[src/rtl/cmsdk_mtx_input_stage_if.sv]
// cmsdk_mtx_input_stage_if: master-side AHB signals plus the arbiter-facing request bus of one matrix input port
interface cmsdk_mtx_input_stage_if #(parameter int ADDR_WIDTH = 32);
   logic                  HSELS;
   logic [ADDR_WIDTH-1:0] HADDRS;
   logic [1:0]            HTRANSS;
   logic                  HWRITES;
   logic [2:0]            HSIZES;
   logic [2:0]            HBURSTS;
   logic [3:0]            HPROTS;
   logic                  HMASTLOCKS;
   logic                  HREADYS;
   logic                  HREADYOUTS;
   logic                  HRESPS;
   logic                  req_o;
   logic [ADDR_WIDTH-1:0] addr_o;
   logic [1:0]            trans_o;
   logic                  write_o;
   logic [2:0]            size_o;
   logic [2:0]            burst_o;
   logic [3:0]            prot_o;
   logic                  mastlock_o;
   logic                  addr_accept_i;
   logic                  readyout_i;
   logic                  resp_i;
   modport slave (
      input  HSELS, HADDRS, HTRANSS, HWRITES, HSIZES, HBURSTS, HPROTS, HMASTLOCKS, HREADYS,
      input  addr_accept_i, readyout_i, resp_i,
      output HREADYOUTS, HRESPS, req_o, addr_o, trans_o, write_o, size_o, burst_o, prot_o, mastlock_o
   );
   modport master (
      output HSELS, HADDRS, HTRANSS, HWRITES, HSIZES, HBURSTS, HPROTS, HMASTLOCKS, HREADYS,
      output addr_accept_i, readyout_i, resp_i,
      input  HREADYOUTS, HRESPS, req_o, addr_o, trans_o, write_o, size_o, burst_o, prot_o, mastlock_o
   );
endinterface

[src/rtl/cmsdk_mtx_input_stage.sv]
// cmsdk_mtx_input_stage: holds an address phase the matrix cannot take yet and stalls the master until it completes
module cmsdk_mtx_input_stage #(
   parameter int ADDR_WIDTH  = 32,
   parameter bit CONVERT_SEQ = 1'b1
) (
   input logic                      HCLK,
   input logic                      HRESETn,
   cmsdk_mtx_input_stage_if.slave   bus
);
   typedef enum logic {PASS = 1'b0, HOLD = 1'b1} state_t;
   state_t                state_q, state_d;
   logic                  dphase_q, dphase_d;
   logic [ADDR_WIDTH-1:0] addr_q, addr_d;
   logic [1:0]            trans_q, trans_d;
   logic                  write_q, write_d;
   logic [2:0]            size_q, size_d;
   logic [2:0]            burst_q, burst_d;
   logic [3:0]            prot_q, prot_d;
   logic                  lock_q, lock_d;
   logic                  hold, new_tran, capture, seq_conv;
   assign hold     = state_q == HOLD;
   assign new_tran = bus.HSELS & bus.HTRANSS[1] & bus.HREADYS;
   assign seq_conv = CONVERT_SEQ & hold & (trans_q == 2'b11);
   assign bus.req_o      = hold | new_tran;
   assign bus.addr_o     = hold ? addr_q : bus.HADDRS;
   assign bus.trans_o    = seq_conv ? 2'b10 : hold ? trans_q : bus.HTRANSS;
   assign bus.write_o    = hold ? write_q : bus.HWRITES;
   assign bus.size_o     = hold ? size_q : bus.HSIZES;
   assign bus.burst_o    = seq_conv ? 3'b001 : hold ? burst_q : bus.HBURSTS;
   assign bus.prot_o     = hold ? prot_q : bus.HPROTS;
   assign bus.mastlock_o = hold ? lock_q : bus.HMASTLOCKS;
   assign bus.HREADYOUTS = dphase_q ? bus.readyout_i : !hold;
   assign bus.HRESPS     = dphase_q & bus.resp_i;
   // next state: capture an unaccepted transfer, leave HOLD on accept, track the outstanding data phase
   always_comb begin
      capture  = !hold & new_tran & !bus.addr_accept_i;
      state_d  = hold ? (bus.addr_accept_i ? PASS : HOLD) : (capture ? HOLD : PASS);
      dphase_d = (bus.req_o & bus.addr_accept_i) | (dphase_q & !bus.readyout_i);
      addr_d   = capture ? bus.HADDRS : addr_q;
      trans_d  = capture ? bus.HTRANSS : trans_q;
      write_d  = capture ? bus.HWRITES : write_q;
      size_d   = capture ? bus.HSIZES : size_q;
      burst_d  = capture ? bus.HBURSTS : burst_q;
      prot_d   = capture ? bus.HPROTS : prot_q;
      lock_d   = capture ? bus.HMASTLOCKS : lock_q;
   end
   // state and holding registers; reset abandons any held or in-flight transfer
   always_ff @(posedge HCLK or negedge HRESETn)
      if (!HRESETn) begin
         state_q  <= PASS;
         dphase_q <= 1'b0;
         addr_q   <= '0;
         trans_q  <= '0;
         write_q  <= 1'b0;
         size_q   <= '0;
         burst_q  <= '0;
         prot_q   <= '0;
         lock_q   <= 1'b0;
      end else begin
         state_q  <= state_d;
         dphase_q <= dphase_d;
         addr_q   <= addr_d;
         trans_q  <= trans_d;
         write_q  <= write_d;
         size_q   <= size_d;
         burst_q  <= burst_d;
         prot_q   <= prot_d;
         lock_q   <= lock_d;
      end
endmodule
[src/flat_wrapper.sv]
// flat-port wrapper written by rule: the top's interface ports become plain ports
module cmsdk_mtx_input_stage_flat 
#(
   parameter int ADDR_WIDTH  = 32,
   parameter bit CONVERT_SEQ = 1'b1
)
  (HCLK, HRESETn, bus_HSELS, bus_HADDRS, bus_HTRANSS, bus_HWRITES, bus_HSIZES, bus_HBURSTS, bus_HPROTS, bus_HMASTLOCKS, bus_HREADYS, bus_addr_accept_i, bus_readyout_i, bus_resp_i, bus_HREADYOUTS, bus_HRESPS, bus_req_o, bus_addr_o, bus_trans_o, bus_write_o, bus_size_o, bus_burst_o, bus_prot_o, bus_mastlock_o);
  cmsdk_mtx_input_stage_if #(.ADDR_WIDTH(ADDR_WIDTH)) bus_i ();
  input logic HCLK;
  input logic HRESETn;
  input wire logic [$bits(bus_i.HSELS)-1:0] bus_HSELS;
  input wire logic [$bits(bus_i.HADDRS)-1:0] bus_HADDRS;
  input wire logic [$bits(bus_i.HTRANSS)-1:0] bus_HTRANSS;
  input wire logic [$bits(bus_i.HWRITES)-1:0] bus_HWRITES;
  input wire logic [$bits(bus_i.HSIZES)-1:0] bus_HSIZES;
  input wire logic [$bits(bus_i.HBURSTS)-1:0] bus_HBURSTS;
  input wire logic [$bits(bus_i.HPROTS)-1:0] bus_HPROTS;
  input wire logic [$bits(bus_i.HMASTLOCKS)-1:0] bus_HMASTLOCKS;
  input wire logic [$bits(bus_i.HREADYS)-1:0] bus_HREADYS;
  input wire logic [$bits(bus_i.addr_accept_i)-1:0] bus_addr_accept_i;
  input wire logic [$bits(bus_i.readyout_i)-1:0] bus_readyout_i;
  input wire logic [$bits(bus_i.resp_i)-1:0] bus_resp_i;
  output wire logic [$bits(bus_i.HREADYOUTS)-1:0] bus_HREADYOUTS;
  output wire logic [$bits(bus_i.HRESPS)-1:0] bus_HRESPS;
  output wire logic [$bits(bus_i.req_o)-1:0] bus_req_o;
  output wire logic [$bits(bus_i.addr_o)-1:0] bus_addr_o;
  output wire logic [$bits(bus_i.trans_o)-1:0] bus_trans_o;
  output wire logic [$bits(bus_i.write_o)-1:0] bus_write_o;
  output wire logic [$bits(bus_i.size_o)-1:0] bus_size_o;
  output wire logic [$bits(bus_i.burst_o)-1:0] bus_burst_o;
  output wire logic [$bits(bus_i.prot_o)-1:0] bus_prot_o;
  output wire logic [$bits(bus_i.mastlock_o)-1:0] bus_mastlock_o;
  assign bus_i.HSELS = bus_HSELS;
  assign bus_i.HADDRS = bus_HADDRS;
  assign bus_i.HTRANSS = bus_HTRANSS;
  assign bus_i.HWRITES = bus_HWRITES;
  assign bus_i.HSIZES = bus_HSIZES;
  assign bus_i.HBURSTS = bus_HBURSTS;
  assign bus_i.HPROTS = bus_HPROTS;
  assign bus_i.HMASTLOCKS = bus_HMASTLOCKS;
  assign bus_i.HREADYS = bus_HREADYS;
  assign bus_i.addr_accept_i = bus_addr_accept_i;
  assign bus_i.readyout_i = bus_readyout_i;
  assign bus_i.resp_i = bus_resp_i;
  assign bus_HREADYOUTS = bus_i.HREADYOUTS;
  assign bus_HRESPS = bus_i.HRESPS;
  assign bus_req_o = bus_i.req_o;
  assign bus_addr_o = bus_i.addr_o;
  assign bus_trans_o = bus_i.trans_o;
  assign bus_write_o = bus_i.write_o;
  assign bus_size_o = bus_i.size_o;
  assign bus_burst_o = bus_i.burst_o;
  assign bus_prot_o = bus_i.prot_o;
  assign bus_mastlock_o = bus_i.mastlock_o;
  cmsdk_mtx_input_stage #(.ADDR_WIDTH(ADDR_WIDTH), .CONVERT_SEQ(CONVERT_SEQ)) u_core (.HCLK(HCLK), .HRESETn(HRESETn), .bus(bus_i));
endmodule
[config.mk]
export PLATFORM = sky130hd
export DESIGN_NAME = cmsdk_mtx_input_stage_flat
export DESIGN_NICKNAME = d
export VERILOG_FILES = /design/src/rtl/cmsdk_mtx_input_stage_if.sv /design/src/rtl/cmsdk_mtx_input_stage.sv /design/src/flat_wrapper.sv
export SDC_FILE = /design/constraint.sdc
export NUM_CORES = 1
export LEC_CHECK = 0
export ABC_AREA = 1
export BUFFER_PORTS_ARGS = -buffer_cell sky130_fd_sc_hd__clkbuf_2
export CAP_MARGIN = 0
export CORE_MARGIN = 3
export CORE_UTILIZATION = 45
export CTS_BUF_LIST = sky130_fd_sc_hd__clkbuf_4 sky130_fd_sc_hd__clkbuf_8
export CTS_CLUSTER_SIZE = 25
export DETAILED_ROUTE_END_ITERATION = 8
export PLACE_DENSITY = 0.78
export SYNTH_ARGS = -nofsm -noshare
export SYNTH_HDL_FRONTEND = slang
export SYNTH_SLANG_ARGS = --single-unit
[constraint.sdc]
create_clock -name HCLK -period 1.1 [get_ports HCLK]
set_clock_uncertainty 0.1 [all_clocks]
set_input_delay 0.22 -clock HCLK [delete_from_list [all_inputs] [get_ports HCLK]]
set_output_delay 0.22 -clock HCLK [all_outputs]
set_load 0.02 [all_outputs]
Word-level counts from Yosys, hierarchy flattened
Index checks and enable logic that the tools add are counted.

word-level totals
  logic and storage cells = 36
  register bits after elaboration = 48
  output and inout port bits = 49

operators by class
  bitwise gates (word level) = 10
  eq/ne operators = 1
  reduce and logical (&&, ||, !) cells = 3
  multiplexer cells = 13

operator list
  kind                                  number
  32-bit two-way mux                    1
  3-bit two-way mux                     3
  1-bit bitwise AND                     8
  1-bit two-way mux                     6
  2-bit two-way mux                     2
  4-bit two-way mux                     1
  1-bit logical NOT                     3
  2-bit == test, second input constant  1
  1-bit OR                              2

Longest topological paths before layout
  word-level depth = 6
  depth in mapped cells = 6
  depth with buffers taken out = 5

Worst setup path after synthesis
Ideal clock, no wire load.

  path kind = register to output
  start = register u_core.state_q (netlist: u_core.hold)
  end = output port bus_trans_o[1]
  data arrival time = 1.135 ns
  stages on the path, launching flop included = 4
  required time = 0.780 ns
  setup slack = -0.355 ns
  buffers on the path = 1
  cell sequence = dfrtp_1 -> inv_1 -> buf_2 -> o21ai_0

on the way
  cells in the longest elaborated chain, start to end = 2
  elaborated cells on any way between the ends = 3
  classes of those cells = mux: 2; bitwise: 1

ends and longest elaborated chain
  element                                                 RTL line                                                  text
  start, declared                                         cmsdk_mtx_input_stage.sv:11                               state_t state_q, state_d;
  start signal, assigned                                  cmsdk_mtx_input_stage.sv:60                               state_q <= state_d;
  2-bit two-way mux or 1-bit bitwise AND (tied branches)  cmsdk_mtx_input_stage.sv:26, cmsdk_mtx_input_stage.sv:23
  2-bit two-way mux (*)                                   cmsdk_mtx_input_stage.sv:26                               assign bus.trans_o = seq_conv ? 2'b10 : hold ? trans_q : bus.HTRANSS;
  end, declared                                           flat_wrapper.sv:27                                        output wire logic [$bits(bus_i.trans_o)-1:0] bus_trans_o;

Every way passes the cells marked *; elsewhere a longest branch is shown, timed or not.

Worst setup path in the final report
  start = register u_core.state_q (netlist: u_core.hold)
  end = register u_core.addr_q[7]

on the way
  cells in the longest elaborated chain, start to end = 3

ends and longest elaborated chain
  element                          RTL line                     text
  1-bit logical NOT                cmsdk_mtx_input_stage.sv:36  capture = !hold & new_tran & !bus.addr_accept_i;
  1-bit bitwise AND (2 in series)  cmsdk_mtx_input_stage.sv:36
  end signal, assigned             cmsdk_mtx_input_stage.sv:62  addr_q <= addr_d;
  end, declared                    cmsdk_mtx_input_stage.sv:13  logic [ADDR_WIDTH-1:0] addr_q, addr_d;

Every way passes these cells.
A chain may end at the register's enable or synchronous reset.

==> impl_metrics.tcl <==
set metrics [dict create \
    design_area_um2 4550 \
    layout_common_cells "nand2_2, nand2_1, clkbuf_2" \
    synth_cells 365 \
    clkLatencyLatePin_ns 0.30 \
    io_pins 102 \
    viasPerCell 5.44 \
    synth_top_area_share 0.473 \
    ant_nets 0 \
    worst_pin_slew_ns 0.257 \
    slew_headroom 0.829 \
    numCtsBuffers 5 \
    clk_pin_slew_ns 0.10 \
    syn2layout_area_growth_pct 79.1 \
    maxSlewViolCount 0 \
    fin_nets 545 \
    dpl.hpwl_mm 4.67 \
    die_area_um2 6580 \
    rsz0062_at_grt "yes" \
    place.gp.congestion 0.805 \
    synth.distinct_cells 15 \
    final.period_utilization 1.59 \
    cp_data_arrival_time_ns 1.83 \
    mostFrequentLayoutCell "nand2_2" \
    cts_tree "done" \
    drt-total-wl_mm 10.1 \
    crit_type "flop to flop" \
    die_w_um 81.1 \
    critPathLaunchType "flop" \
    hold_class "input pin to flop" \
    drcViolationCount 0 \
    synth_seq_cells 48 \
    placed_area_um2 3340 \
    hold_viol 0 \
    grt_pass1_wl_mm 13.2 \
    p_per_area_nw_per_um2 1360 \
    die-height_um 81.1 \
    antennaDiodeCount 0 \
    final_layout_size_suffix_gt1_frac 0.594 \
    total_power_mw 6.17 \
    use_met2 0.470 \
    crit_required_ns 1.18 \
    grt_max_degree 49 \
    rows 26 \
    drtIter0Drc 201 \
    holdWs_ns 0.0502 \
    root_buffer "clkbuf_8" \
    first_pass_iters 5 \
    avgSynthCellArea_um2 6.96 \
    overflow 0 \
    utilization 0.863 \
    grt.met1_usage 0.317 \
    met3_usage 0.0499 \
    cts_sinks 48 \
    p_leak_nw 2.42 \
    fmax_mhz 573 \
    synth_top_cell_by_area "dfrtp_1" \
    r2r_slack_ns -0.65 \
    cts.path.max_buffers 2 \
    wl_per_cell_um 17.9 \
    antenna_found_initial 0 \
    busiest_layer "met2" \
    io_buffers 101 \
    period_needed_ns 1.75 \
    ir_worst_vdd_uv 979 \
    critPathCaptureType "flop" \
    vias 3062 \
    coreArea_um2 5270 \
    track_usage 0.262 \
    totalNegativeSetupSlack_ns -52.44 \
    synth.area.top_cells "dfrtp_1, nand2_1, nand3_1, buf_2, buf_6" \
    status "finished, violations left" \
    grt_pass1_vias 2819 \
    crit_fanout 8 \
    synthesis.nets 418 \
    htreeDepth 2 \
    initial_core_util 0.482 \
    worst_slack_ns -0.646 \
    drv_cap 0 \
    yosysWarnings 0 \
    seq_area_frac_synth 0.473 \
    setup_viol 96 \
    failed_checks "negative setup slack" \
    netlist_area_um2 2540 \
]
[report_power, final]
group	switching [mW]	internal [mW]	leakage, nW	total (mW)
Sequential	0.361	2.11	0.601	2.47
Clock	0.613	1.14	0.0784	1.75
Combinational	1.01	0.940	1.74	1.95
Total	1.98	4.19	2.42	6.17
[kinds of logic after synthesis]
logic type / Yosys count / share of synthesized area
AND/OR/NAND/NOR: 285 / 0.459
flip-flops: 48 / 0.473
buffers and inverters: 29 / 0.0616
AO/OA/AOI/OAI: 3 / 0.00689
[through the flow]
stage	cells	setup slack, ns
final	563	-0.646
after CTS	555	-0.572
after global placement	532	-0.247
after detailed placement	532	-0.274
after global routing	563	-0.701
after floorplan	365	-0.0858
[flip-flops by register name (all words and copies together), names as in the netlist]
signal,cells
u_core.dphase_q,1
u_core.hold,1
u_core.trans_q,2
u_core.addr_q,32
u_core.write_q,1
u_core.size_q,3
u_core.burst_q,3
u_core.prot_q,4
u_core.lock_q,1
[Yosys cell counts, drive strengths merged]
cell type / count
inv: 7
buf: 18
clkbuf: 4
nor2: 2
nand2: 234
o21a: 1
a21oi: 1
dfrtp: 48
nand3: 49
o21ai: 1
[metal layers]
layer	wire length, µm	part of all wire
met4	340	0.034
met1	3640	0.36
met2	5370	0.53
met3	710	0.071
met5	0	0
[critical path: stages, from the launching register on]
cell and delay [ns]:
dfrtp_2 0.48, buf_6 0.16, buf_6 0.12, nor2_4 0.13, buf_6 0.13, nand2_8 0.08
buf_12 0.15, buf_12 0.15, nand2_2 0.06, nand2_1 0.06
[repair_timing]
item / in CTS / in global routing
setup endpoints to repair: 96 / 96
resized for setup: 112 / 138
buffers inserted: 7 / 12
pin swaps: 0 / 7
hold buffers: 1 / 0
hold endpoints to repair: 48 / 0
gates cloned: 7 / 3
[cell type report]
| cell class | count | area [µm²] |
|---|---|---|
| Multi-Input combinational cell | 288 | 1680 |
| Clock inverter | 3 | 90.1 |
| Tap cell | 70 | 87.6 |
| Timing Repair Buffer | 142 | 1390 |
| Clock buffer | 5 | 68.8 |
| Fill cell | 282 | 721 |
| Sequential cell | 48 | 1200 |
| Inverter | 7 | 33.8 |
[path summary, 6_finish.rpt]
path,from,to,cells after the start
hold reg to reg,u_core.addr_q[3]$_DFFE_PN0P_,u_core.addr_q[3]$_DFFE_PN0P_,2
setup reg to reg,u_core.hold$_DFF_PN0_,u_core.addr_q[7]$_DFFE_PN0P_,9
hold / removal,bus_HADDRS[13],u_core.addr_q[13]$_DFFE_PN0P_,3
setup / recovery,u_core.hold$_DFF_PN0_,u_core.addr_q[7]$_DFFE_PN0P_,9
max in group asynchronous,HRESETn,u_core.hold$_DFF_PN0_,3
min in group asynchronous,HRESETn,u_core.addr_q[23]$_DFFE_PN0P_,3
Note: power is estimated with default switching activity, not from simulation.
